--- src/rtl/mc_ctrl.sv ---
`default_nettype none
// ============================================================================
// Module      : mc_ctrl
// Description : Five-state multi-cycle MIPS control sequencer with
//               retired-instruction counter. MC_CTRL_MEMREADY_EN selects
//               mem_ready handshake timing of MEM instead of MEM_LAT cycles.
// Revision    : 1.0 - initial release
// ============================================================================
module mc_ctrl #(
    parameter int MEM_LAT = 1,
    parameter int CNT_W   = 32
) (
    input  logic             clk,
    input  logic             reset,
    input  logic [5:0]       op,
    input  logic [5:0]       func,
    input  logic             zero,
    input  logic             mem_ready,
    output logic             pc_write,
    output logic             ir_write,
    output logic             reg_write,
    output logic             mem_read,
    output logic             mem_write,
    output logic [2:0]       npc_op,
    output logic [3:0]       alu_op,
    output logic [2:0]       ext_op,
    output logic [2:0]       reg_dst_sel,
    output logic [2:0]       alu_src_sel,
    output logic [2:0]       to_reg_sel,
    output logic [2:0]       state,
    output logic             instr_done,
    output logic [CNT_W-1:0] instret
);

    localparam logic [2:0] c_ST_FETCH  = 3'd0;
    localparam logic [2:0] c_ST_DECODE = 3'd1;
    localparam logic [2:0] c_ST_EXEC   = 3'd2;
    localparam logic [2:0] c_ST_MEM    = 3'd3;
    localparam logic [2:0] c_ST_WB     = 3'd4;

    logic [2:0] r_state;
    logic [2:0] w_next;
    logic       w_mem_done;

    logic w_rtype, w_addu, w_subu, w_jr, w_ori, w_lui;
    logic w_lw, w_sw, w_beq, w_j, w_jal, w_nop;

    assign w_rtype = (op == 6'b000000);
    assign w_addu  = w_rtype && (func == 6'b100001);
    assign w_subu  = w_rtype && (func == 6'b100011);
    assign w_jr    = w_rtype && (func == 6'b001000);
    assign w_ori   = (op == 6'b001101);
    assign w_lui   = (op == 6'b001111);
    assign w_lw    = (op == 6'b100011);
    assign w_sw    = (op == 6'b101011);
    assign w_beq   = (op == 6'b000100);
    assign w_j     = (op == 6'b000010);
    assign w_jal   = (op == 6'b000011);
    assign w_nop   = !(w_addu || w_subu || w_jr || w_ori || w_lui ||
                       w_lw || w_sw || w_beq || w_j || w_jal);

`ifdef MC_CTRL_MEMREADY_EN
    assign w_mem_done = mem_ready;
`else
    localparam int              c_WAIT_W    = (MEM_LAT > 1) ? $clog2(MEM_LAT) : 1;
    localparam logic [c_WAIT_W-1:0] c_WAIT_INIT = c_WAIT_W'(MEM_LAT - 1);

    logic [c_WAIT_W-1:0] r_wait;
    logic                w_unused_mem_ready;

    assign w_unused_mem_ready = mem_ready;
    assign w_mem_done         = (r_wait == '0);

    // Loaded on the EXEC->MEM edge so the first MEM cycle already sees MEM_LAT-1.
    always_ff @(posedge clk or negedge reset) begin
        if (!reset) begin
            r_wait <= '0;
        end else if (r_state == c_ST_EXEC && w_next == c_ST_MEM) begin
            r_wait <= c_WAIT_INIT;
        end else if (r_state == c_ST_MEM && r_wait != '0) begin
            r_wait <= r_wait - 1'b1;
        end
    end
`endif

    always_ff @(posedge clk or negedge reset) begin
        if (!reset) begin
            r_state <= c_ST_FETCH;
            instret <= '0;
        end else begin
            r_state <= w_next;
            if (instr_done) begin
                instret <= instret + 1'b1;
            end
        end
    end

    always_comb begin
        w_next = c_ST_FETCH;
        case (r_state)
            c_ST_FETCH:  w_next = c_ST_DECODE;
            c_ST_DECODE: w_next = (w_jal || w_j || w_jr || w_nop) ? c_ST_FETCH : c_ST_EXEC;
            c_ST_EXEC: begin
                if (w_beq)             w_next = c_ST_FETCH;
                else if (w_lw || w_sw) w_next = c_ST_MEM;
                else                   w_next = c_ST_WB;
            end
            c_ST_MEM: begin
                if (!w_mem_done) w_next = c_ST_MEM;
                else if (w_lw)   w_next = c_ST_WB;
                else             w_next = c_ST_FETCH;
            end
            c_ST_WB:     w_next = c_ST_FETCH;
            default:     w_next = c_ST_FETCH;
        endcase
    end

    assign state      = r_state;
    assign instr_done = reset && (r_state != c_ST_FETCH) && (w_next == c_ST_FETCH);

    always_comb begin
        pc_write    = 1'b0;
        ir_write    = 1'b0;
        reg_write   = 1'b0;
        mem_read    = 1'b0;
        mem_write   = 1'b0;
        npc_op      = 3'd0;
        alu_op      = 4'd0;
        ext_op      = 3'd0;
        reg_dst_sel = 3'd0;
        alu_src_sel = 3'd0;
        to_reg_sel  = 3'd0;
        case (r_state)
            c_ST_FETCH: begin
                ir_write = 1'b1;
                pc_write = 1'b1;
            end
            c_ST_DECODE: begin
                if (w_jal) begin
                    reg_write   = 1'b1;
                    reg_dst_sel = 3'd2;
                    to_reg_sel  = 3'd2;
                    pc_write    = 1'b1;
                    npc_op      = 3'd2;
                end else if (w_j) begin
                    pc_write = 1'b1;
                    npc_op   = 3'd2;
                end else if (w_jr) begin
                    pc_write = 1'b1;
                    npc_op   = 3'd3;
                end
            end
            c_ST_EXEC: begin
                if (w_beq) begin
                    alu_op   = 4'd1;
                    pc_write = zero;
                    npc_op   = 3'd1;
                end else if (w_subu) begin
                    alu_op = 4'd1;
                end else if (w_ori) begin
                    alu_op      = 4'd2;
                    alu_src_sel = 3'd1;
                end else if (w_lui) begin
                    alu_op      = 4'd3;
                    alu_src_sel = 3'd1;
                end else if (w_lw || w_sw) begin
                    alu_src_sel = 3'd1;
                    ext_op      = 3'd1;
                end
            end
            c_ST_MEM: begin
                alu_src_sel = 3'd1;
                ext_op      = 3'd1;
                mem_read    = w_lw;
                mem_write   = w_sw;
            end
            c_ST_WB: begin
                reg_write   = 1'b1;
                reg_dst_sel = w_rtype ? 3'd1 : 3'd0;
                to_reg_sel  = w_lw ? 3'd1 : 3'd0;
            end
            default: ;
        endcase
        // Enables are masked while reset is held so nothing writes during reset.
        if (!reset) begin
            pc_write  = 1'b0;
            ir_write  = 1'b0;
            reg_write = 1'b0;
            mem_read  = 1'b0;
            mem_write = 1'b0;
        end
    end

endmodule
`default_nettype wire
--- config.mk ---
export PLATFORM = sky130hd
export DESIGN_NAME = mc_ctrl
export DESIGN_NICKNAME = d
export VERILOG_FILES = /design/src/rtl/mc_ctrl.sv
export SDC_FILE = /design/constraint.sdc
export NUM_CORES = 1
export LEC_CHECK = 0
export BUFFER_PORTS_ARGS = -buffer_cell sky130_fd_sc_hd__buf_2
export CORE_MARGIN = 2
export CORE_UTILIZATION = 50
export CTS_BUF_LIST = sky130_fd_sc_hd__clkbuf_4 sky130_fd_sc_hd__clkbuf_8
export CTS_CLUSTER_DIAMETER = 60
export CTS_CLUSTER_SIZE = 28
export DETAILED_ROUTE_END_ITERATION = 8
export GPL_ROUTABILITY_DRIVEN = 0
export PLACE_DENSITY_LB_ADDON = 0.3
export SYNTH_ARGS = -nofsm -noshare
export SYNTH_HDL_FRONTEND = slang
export SYNTH_SLANG_ARGS = --single-unit
export TNS_END_PERCENT = 5
--- constraint.sdc ---
create_clock -name clk -period 6.49 [get_ports clk]
set_clock_uncertainty 0.2 [all_clocks]
set_input_delay 0.649 -clock clk [delete_from_list [all_inputs] [get_ports clk]]
set_output_delay 0.649 -clock clk [all_outputs]
set_load 0.05 [all_outputs]
-- Word level (Yosys, flattened, before mapping)
Index checks and enable logic that the tools add are counted.
- flip-flop bits (word level): 36
- input port bits: 16
- logic and storage cells: 95
- output and inout port bits: 60
- equality and inequality tests: 15
- mux-type cells: 49
- reductions and logical operators: 26
- $add $sub $neg: 2
- operators by type and width (kind ; number):
    32-bit by 1-bit adder with 32-bit output, second input constant ; 1
    1-bit two-way mux ; 27
    6-bit equality test, second input constant ; 4
    2-bit two-way mux ; 10
    6-bit by 4-bit equality test with 1-bit output, second input constant ; 3
    1-bit logical OR ; 13
    6-bit by 2-bit equality test with 1-bit output, second input constant ; 2
    3-bit two-way mux ; 4
    2-bit case mux with 2 select lines ; 3
    3-bit case mux with 4 select lines ; 1
    3-bit by 2-bit equality test with 1-bit output, second input constant ; 3
    1-bit logical AND ; 7
    6-bit by 3-bit equality test with 1-bit output, second input constant ; 1
    3-bit zero test ; 2
    6-bit zero test ; 1
    1-bit case mux with 2 select lines ; 3
    3-bit by 1-bit equality test with 1-bit output, second input constant ; 1
    3-bit equality test, second input constant ; 1
    1-bit case mux with 3 select lines ; 1
    3-bit nonzero test ; 1
    2-bit nonzero test ; 1
    1-bit zero test ; 1
    1-bit subtractor, second input constant ; 1

-- Logic depth before layout (Yosys ltp)
Gate-level depths: netlist of the first run.
- depth after elaboration: 18
- gate-level depth with buffers: 8
- gate-level depth less buffers: 7

-- Worst setup path after synthesis of the first run
Ideal clock, no wire load.
- path type: input to output
- start point: in func[1]
- end point: out npc_op[1]
- cell stages on the path: 4
- path buffers: 0
- path slack: 2768 ps
- data arrival time: 2873 ps
- data required time: 5641 ps
- path through: nor4b_2 -> and3b_1 -> o21ai_1 -> nor4b_1
- longest elaborated chain between the ends: 6
- ends and longest elaborated chain (item ; RTL line ; text):
    from (decl) ; 16 ; input logic [5:0] func,
    6-bit by 4-bit equality test with 1-bit output ; 51 ; assign w_jr = w_rtype && (func == 6'b001000);
    1-bit logical AND ; 51 ;
    2-bit two-way mux ; 148 ; end else if (w_jr) begin
    2-bit two-way mux ; 145 ; end else if (w_j) begin
    2-bit two-way mux ; 139 ; if (w_jal) begin
    2-bit case mux with 2 select lines ; 133 ; case (r_state)
    to (decl) ; 24 ; output logic [2:0] npc_op,
Every way passes these cells.

-- Worst setup path in the final report of the first run
- start point: in reset
- end point: out instr_done
- longest elaborated chain between the ends: 2
- ends and longest elaborated chain (item ; RTL line ; text):
    from (decl) ; 14 ; input logic reset,
    1-bit logical AND (2 in series) ; 119 ; assign instr_done = reset && (r_state != c_ST_FETCH) && (w_next == c_ST_FETCH);
    to (decl) ; 31 ; output logic instr_done,
Every way passes these cells.

==> results of run 1 <==
==> final timing paths <==
path                       cells after the start           to
setup / recovery                               7   instr_done
hold / removal                                 1  instret[26]
setup reg to reg                               5   instret[1]
hold reg to reg                                1  instret[31]
max in group asynchronous                      1   instret[5]
min in group clk                               1  instret[31]
==> area by class of cell <==
class / count / share of cell area
Clock buffer: 7 / 0.0309
Clock inverter: 1 / 0.00323
Inverter: 7 / 0.00970
Multi-Input combinational cell: 183 / 0.479
Sequential cell: 36 / 0.333
Tap cell: 52 / 0.0240
Timing Repair Buffer: 65 / 0.120
==> cell usage in the layout, fill, tap and decap left out, types with 8 or more instances in the layout <==
cell type | synthesis | layout
nor3_1 | 14 | 14
xor2_1 | 29 | 29
dfrtp_1 | 36 | 36
nand3_1 | 15 | 15
conb_1 | 1 | 9
nand2_1 | 15 | 15
nand4_1 | 8 | 8
buf_2 | 2 | 65
nor2_1 | 13 | 13
nor4_2 | 16 | 16
==> worst max-delay path: stages <==
cell and delay, ps:
buf_2 640, inv_1 180, a31oi_1 230, o31a_1 220
nand2_1 590, nor2_1 440, buf_2 330
==> per-stage QoR <==
stage | worst slack, ps | hold slack (ps) | total power, W | cell area (µm²) | util
detailed placement | 2240 | 262 | 0.000547 | 2620 | 0.593
finish | 2360 | 262 | 0.000707 | 2710 | 0.614
CTS | 2230 | 272 | 0.000714 | 2710 | 0.614
floorplan | 2770 | 153 | 0.000492 | 2360 | -
global route | 1950 | 295 | 0.000743 | 2710 | 0.614
global placement | 2300 | 252 | 0.000544 | 2620 | 0.593
==> kinds of logic after synthesis <==
| kind of cell | count (synthesis) | synth area share |
|---|---|---|
| AND/OR/NAND/NOR | 122 | 0.360 |
| flip-flops | 36 | 0.387 |
| XOR/XNOR | 31 | 0.117 |
| buffers and inverters | 27 | 0.0687 |
| AO/OA/AOI/OAI | 19 | 0.0559 |
| adder cells (fa/ha/maj) | 1 | 0.00537 |
| other | 1 | 0.00161 |
| multiplexers | 1 | 0.00483 |
==> registers in the layout, summed over array words and instances, names as in the netlist <==
name	cells
instret	32
r_wait	1
state	3
==> power groups by stage <==
stage / Sequential (W) / Combinational [W] / Clock (W)
floorplan: 0.000356 / 0.000136 / 0
global route: 0.000291 / 0.000275 / 0.000177
CTS: 0.000286 / 0.000258 / 0.000171
global placement: 0.000290 / 0.000254 / 0
finish: 0.000286 / 0.000257 / 0.000164
detailed placement: 0.000289 / 0.000258 / 0
==> routing by layer <==
metal	vias to the layer above	part of all wire	track usage
met2	57	0.48	0.341
met3	4	0.057	0.0444
met1	963	0.46	0.295
met4	0	0.0089	0.0671
li1	974	-	-
met5	-	0	0
==> key figures, run 1 <==
GRT
  • Grt ovf: 0
  • Vias in the first global route: roughly 1.8k
  • First-pass GRT wire length: between 8000 and 9000 µm
  • Largest net degree at the start of global routing: 40
  • Initial antenna violation count: 0
  • Global Route Usage Sum: 0.215

STA
  • Slew @ Worst Pin: 1030 ps
  • RSZ-0062 raised after global routing: no
  • Fin. Hold Viols: 0
  • Setup violators final: 0
  • Setup TNS: 0 ps
  • Final min period: 4130 ps
  • Slew margin rel.: 0.313
  • Fin crit share: 0.637
  • Highest Clock Rate: 0.242 GHz
  • Pins Over Slew Limit: 0

Clocking
  • Clock Tree Buf Depth: 2
  • PostCTS Resize Cnt: 0
  • Clock-pin slew on the worst setup and hold paths: 70 ps
  • TritonCTS clock tree: yes
  • Root buf cell: clkbuf_8
  • Clk sinks: 36
  • H-tree depth: 2
  • Hold_buf cts: 0
  • Latest clock arrival within the worst-skew pair: 290 ps
  • Post-CTS setup buffer count: 0
  • CTS buffer count: 5

Die
  • FP Rows: 24
  • Core ar.: between 4000 and 5000 µm²
  • I/O Pins: 76
  • DIE AREA: 5220 µm²
  • Die Span Y: 72.3 µm
  • Die width: 72.3 µm
  • Initial Util: 0.528

Detailed routing
  • Post-route antenna net violation count: 0
  • Remaining routing DRC violations: 0
  • Starting DRT DRC Count: 155
  • Drt total wl: 5290 µm
  • Wire per inst: approximately 15 µm
  • Detailed-router iteration count before antenna repair: 4
  • Vias/cell: 5.69
  • Total number of vias: approximately 2k

Power
  • Clock network fraction of total power: 0.232
  • Internal Power: slightly below 0.0004 W
  • P_sw: 0.000314 W
  • Leak Pwr: 1.41 nW
  • Comb power frac: 0.363
  • Worst VDD drop: 0.000154 V
  • Cell Pwr Density: 261 nW/µm²
  • Switching Share: 0.444
  • Seq pwr share: 0.405

Logic synthesis
  • Area contributors post-synth: dfrtp_1 (39%), xor2_1 (11%), nor4_2 (8.6%), buf_4 (3.5%), nand3_1 (3.2%)
  • Yosys top cell by area: dfrtp_1
  • Main synth FF type: dfrtp_1
  • Post-Synthesis Cells: between 200 and 250
  • Sequential area share after synthesis: 0.387
  • Post-synth top cells: dfrtp_1 (36), xor2_1 (29), nor4_2 (16), nand2_1 (15), nand3_1 (15)
  • Cell variety after synth: 48
  • FFs w/ async S/R, synth: 1.00
  • Syn avg cell area: 9.79 µm²
  • Ys Warns: 0
  • Yosys top cell area share: 0.387
  • Yosys reg bits: 36
  • Number of synthesized flops with an enable pin: 0
  • Synthesized area: 2330 µm²
  • Count leader, synth: dfrtp_1

Cells and area
  • Nets: roughly 320
  • Layout area overhead: 16.3%
  • Multi-input gate area: between 1000 and 1500 µm²
  • Final Non-Filler Cells: 351
  • Fillcell total: 406
  • Ant diodes: 0
  • Layout cells sized above 1: 0.324
  • Storage element area: 901 µm²

Place
  • HPWL after DPL: between 3000 and 4000 µm
  • DP Cell Count: 343
  • Port Buffer Count: 65

Worst setup path
  • Worst Setup SP: reset
  • R2r setup slk: 3470 ps
  • CP Class: input pin to primary output
  • CP endpoint kind: primary output
  • CP arrival: 3280 ps
  • CP startpoint kind: input pin
  • Critical Path RT: 5640 ps
  • Reg2reg start: state[0]
  • Crit path max fanout: 39

Worst hold path
  • Min-delay worst type: input pin to asynchronous set/reset pin

Flow run
  • # Max-Cap Violations: 0

Status
  • Outcome: finished, final reports clean
No activity file was read; power rests on OpenSTA's default activity.
==> run 2, diff against run 1 <==
CORE_UTILIZATION = 48   (was 50)
clock period = 3.6 ns   (was 6.49 ns; I/O delays follow)
==> run 2 against run 1 <==
  * Core utilization decreased by 1.8 points
  * Combinational power up 86%
  * Cell count up 2.3%
==> key figures, run 2 (synthesis gave the netlist of run 1 again) <==
Status
  • Outcome: finished, final reports clean

Clocking
  • Clock Tree Buf Depth: 2
  • H-tree depth: 2
  • Post-CTS setup buffer count: 0
  • CTS buffer count: 5
  • TritonCTS clock tree: yes
  • Clk sinks: 36
  • Hold_buf cts: 1
  • Root buf cell: clkbuf_8
  • Clock-pin slew on the worst setup and hold paths: 70 ps
  • PostCTS Resize Cnt: 0
  • Latest clock arrival within the worst-skew pair: 280 ps

Cells and area
  • Storage element area: around 900 µm²
  • Utilization after layout: 0.595
  • Multi-input gate area: roughly 1300 µm²
  • Top reg by flops: instret
  • Ant diodes: 0
  • Max FFs per register: 32
  • Commonest non-fill, non-tap cell in the layout: buf_2
  • Layout area overhead: 19.9%
  • Nets: 321
  • Layout cells sized above 1: 0.334
  • Fillcell total: 418
  • Commonest cells after routing, fill and taps aside: buf_2 (65), dfrtp_1 (36), xor2_1 (29), nor4_2 (16)

Worst setup path
  • CP arrival: 2360 ps
  • Critical Path RT: between 3000 and 4000 ps
  • Worst path max stage delay: 560 ps
  • CP Class: register to primary output
  • CP startpoint kind: register
  • CP endpoint kind: primary output
  • Crit path max fanout: 12
  • Slowest CP cell: dfrtp_1
  • CP Cell Sequence: and4b_1 -> a211oi_2 -> nand2_1 -> buf_4 -> nor2_1 -> buf_2

Detailed routing
  • Remaining routing DRC violations: 0
  • Starting DRT DRC Count: 73
  • Vias/cell: roughly 5.6
  • Post-route antenna net violation count: 0
  • Drt total wl: 5110 µm
  • Total number of vias: between 1.5k and 2k
  • Detailed-router iteration count before antenna repair: 4
  • Wire per inst: 14.2 µm

STA
  • Setup TNS: 0 ps
  • Fin. Hold Viols: 0
  • RSZ-0062 raised after global routing: no
  • Highest Clock Rate: 0.343 GHz
  • Final min period: 2920 ps
  • Pins Over Slew Limit: 0
  • Fin crit share: 0.811
  • Setup violators final: 0

Die
  • FP Rows: 25
  • Die width: ~74 µm
  • DIE AREA: approximately 5400 µm²
  • I/O Pins: 76
  • Core ar.: 4690 µm²
  • Initial Util: 0.497
  • Die Span Y: 73.7 µm

Power
  • Cell Pwr Density: ~500 nW/µm²
  • Switching Share: 0.412
  • Clock network fraction of total power: 0.281
  • P_sw: roughly 0.00057 W
  • Seq pwr share: 0.373
  • Leak Pwr: roughly 1.4 nW
  • Internal Power: 0.000812 W
  • Worst VDD drop: around 0.00033 V
  • Comb power frac: 0.346

Worst hold path
  • Min-delay worst type: register to register

Place
  • HPWL after DPL: 3720 µm
  • Port Buffer Count: 65

GRT
  • Vias in the first global route: 1771
  • Initial antenna violation count: 0
  • First-pass GRT wire length: roughly 8300 µm
  • Grt ovf: 0
  • Global Route Usage Sum: 0.199
  • Largest net degree at the start of global routing: 39

Flow run
  • # Max-Cap Violations: 0
run 2: changes by cell type in the layout (fill, tap and decap cells not counted), sizes merged:
cell / before / now
bufinv: 0 / 1
dlygate4sd3: 0 / 1
clkinv: 1 / 0
buf: 65 / 70
run 2: routing by layer:
metal | vias to the layer above | track usage | wire length (µm)
met3 | 5 | 0.0425 | 294
met1 | 949 | 0.280 | 2410
met5 | - | 0 | 0
li1 | 983 | - | -
met2 | 62 | 0.313 | 2370
met4 | 0 | 0.0485 | 41
run 2: cell type report:
| class | count | area share |
|---|---|---|
| clock buffers | 7 | 0.0345 |
| clock inverters | 1 | 0.0108 |
| inverters | 7 | 0.00941 |
| multi-input cells | 183 | 0.465 |
| flip-flops and latches | 36 | 0.323 |
| well taps | 54 | 0.0242 |
| repair buffers | 71 | 0.134 |
run 2: per-stage QoR:
| stage | total power (W) | cells | setup slack (ps) | area (µm²) | hold WS (ps) |
|---|---|---|---|---|---|
| after floorplan | 0.000887 | 246 | 411 | 2360 | -136 |
| after global placement | 0.000995 | 350 | 911 | 2660 | 254 |
| after detailed placement | 0.00100 | 350 | 898 | 2660 | 254 |
| after CTS | 0.00139 | 359 | 656 | 2790 | 268 |
| after global routing | 0.00145 | 359 | 485 | 2790 | 287 |
| final | 0.00138 | 359 | 681 | 2790 | 261 |
run 2: path summary, 6_finish.rpt:
check,endpoint,cells past startpoint,from,slack (ps)
setup / recovery,instr_done,6,state[2],680
hold / removal,instret[31],1,instret[31],260
setup reg to reg,instret[1],6,state[2],1160
hold reg to reg,instret[31],1,instret[31],260
max in group asynchronous,instret[8],3,reset,2380
min in group asynchronous,instret[22],3,reset,480
run 2: critical path: cells and delay by family, from the launching register on:
kind	cells	cell delay (ps)
simple gates	3	610
flops	1	560
buf+inv	2	520
compound gates	1	380
run 2: power groups by stage:
stage / registers (W) / logic (W) / clock network, W
after floorplan: 0.000641 / 0.000245 / 0
after global placement: 0.000520 / 0.000474 / 0
after detailed placement: 0.000519 / 0.000480 / 0
after CTS: 0.000513 / 0.000482 / 0.000395
after global routing: 0.000526 / 0.000510 / 0.000410
final: 0.000515 / 0.000478 / 0.000388
==> run 3, diff against run 2 <==
clock period = 2.63 ns   (was 3.6 ns; I/O delays follow)
==> run 3 against run 2 <==
  * Clock-buffer cell count down 1
  * Highest routed layer unchanged
  * Largest power group is now combinational cells
  * Global-route usage up 1.1 points
  * Die area unchanged
  * Critical path type unchanged
  * Design area up 2.5%
  * Register-to-register slack worse by 830 ps
==> key figures, run 3 (synthesis gave the netlist of run 1 again) <==
Power
  • Leak Pwr: approximately 1.5 nW
  • Worst VDD drop: 0.000402 V
  • Clock network fraction of total power: 0.257
  • Internal Power: around 0.0011 W
  • Seq pwr share: 0.362
  • Comb power frac: 0.381
  • Cell Pwr Density: about 660 nW/µm²
  • Switching Share: 0.418
  • P_sw: 0.000794 W

Clocking
  • TritonCTS clock tree: yes
  • Post-CTS setup buffer count: 0
  • Clk sinks: 36
  • Clock-pin slew on the worst setup and hold paths: 70 ps
  • Clock Tree Buf Depth: 2
  • Root buf cell: clkbuf_8
  • Latest clock arrival within the worst-skew pair: 290 ps
  • CTS buffer count: 5
  • H-tree depth: 2

Cells and area
  • Top reg by flops: instret
  • Utilization after layout: 0.610
  • Ant diodes: 0
  • Layout cells sized above 1: 0.362
  • Commonest cells after routing, fill and taps aside: buf_2 (64), dfrtp_1 (36), xor2_1 (29), nor4_2 (16), nand3_1 (15)
  • Layout area overhead: 22.9%
  • Multi-input gate area: 1320 µm²
  • Nets: 328
  • Fillcell total: 420
  • Commonest non-fill, non-tap cell in the layout: buf_2
  • Storage element area: 901 µm²
  • Max FFs per register: 32

STA
  • Fin crit share: 0.941
  • Setup violators final: 0
  • Final min period: 2470 ps
  • RSZ-0062 raised after global routing: no
  • Setup TNS: 0 ps
  • Fin Hold WS: 188 ps
  • Fin. Hold Viols: 0
  • Highest Clock Rate: 0.404 GHz
  • Pins Over Slew Limit: 0

GRT
  • Global Route Usage Sum: 0.210
  • Initial antenna violation count: 0
  • Grt ovf: 0
  • Vias in the first global route: 1868
  • Largest net degree at the start of global routing: 39
  • First-pass GRT wire length: 8800 µm

Place
  • HPWL after DPL: 3940 µm
  • Port Buffer Count: 65

Die
  • DIE AREA: 5430 µm²
  • Core ar.: 4690 µm²
  • I/O Pins: 76
  • Die Span Y: 73.7 µm
  • Initial Util: 0.497
  • Die width: 73.7 µm
  • FP Rows: 25

Worst setup path
  • CP Cell Sequence: nor4b_2 -> a31oi_1 -> o31a_1 -> nand2_2 -> nor2_2 -> clkbuf_4
  • Top Family by Delay on Critical Path: simple AND/OR/NAND/NOR gates
  • Crit path buf inv count: 1
  • CP arrival: 2010 ps
  • Critical Path RT: 2170 ps
  • Crit path max fanout: 8
  • CP startpoint kind: register
  • CP endpoint kind: primary output
  • CP Class: register to primary output
  • Slowest CP cell: dfrtp_1
  • Worst path max stage delay: 450 ps

Status
  • Outcome: finished, final reports clean

Detailed routing
  • Detailed-router iteration count before antenna repair: 4
  • Wire per inst: roughly 15 µm
  • Vias/cell: 5.59
  • Post-route antenna net violation count: 0
  • Drt total wl: 5390 µm
  • Starting DRT DRC Count: 124
  • Total number of vias: 2047
  • Remaining routing DRC violations: 0

Flow run
  • # Max-Cap Violations: 0

Worst hold path
  • Min-delay worst type: input pin to register
## run 3: routing by layer
layer | vias up | track usage | routed length (µm)
met2 | 53 | 0.328 | 2560
met5 | - | 0 | 0
met1 | 991 | 0.294 | 2550
met3 | 4 | 0.0439 | 235
li1 | 999 | - | -
met4 | 0 | 0.0606 | 47
## run 3: path summary, 6_finish.rpt
kind	start	end	slack (ps)	cells past startpoint
max	state[0]	instr_done	160	6
min	op[3]	state[2]	190	4
max reg2reg	state[0]	instret[23]	330	7
min reg2reg	instret[31]	instret[31]	270	1
max in group asynchronous	reset	instret[1]	1480	3
min in group asynchronous	reset	instret[30]	390	3
## run 3: final cells by class
cell class	instances	area share
inverters	7	0.00918
clock inverters	2	0.0122
clock buffers	6	0.0267
multi-input cells	183	0.460
well taps	54	0.0236
flip-flops and latches	36	0.315
repair buffers	78	0.154
## run 3: what timing repair did
| action | CTS | global route |
|---|---|---|
| gates resized for setup | 0 | 4 |
| hold buffers | 1 | 0 |
| setup endpoints to repair | 0 | 1 |
| hold endpoints to repair | 36 | 0 |
## run 3: worst reg2reg max path, cell delays in order (launching register included)
cell and delay (ps):
dfrtp_1 450, nor4b_2 200, a31oi_1 230, o31a_1 250, nand2_2 150, buf_4 230
nor4b_1 370, xor2_1 170
## run 3: power groups by stage
stage	registers, W	clock network, W	logic (W)
global route	0.000694	0.000528	0.000775
floorplan	0.000878	0	0.000337
detailed placement	0.000694	0	0.000716
finish	0.000687	0.000488	0.000723
CTS	0.000684	0.000501	0.000718
global placement	0.000693	0	0.000704
## run 3: stage by stage
| step | area, µm² | instances | worst slack (ps) | power [W] |
|---|---|---|---|---|
| 3_3_place_gp | 2730 | 357 | 204 | 0.00140 |
| 5_1_grt | 2860 | 366 | 2.87 | 0.00200 |
| 4_1_cts | 2850 | 366 | 12.3 | 0.00190 |
| 2_1_floorplan | 2370 | 246 | -447 | 0.00121 |
| 3_5_place_dp | 2730 | 357 | 163 | 0.00141 |
| 6_report | 2860 | 366 | 155 | 0.00190 |
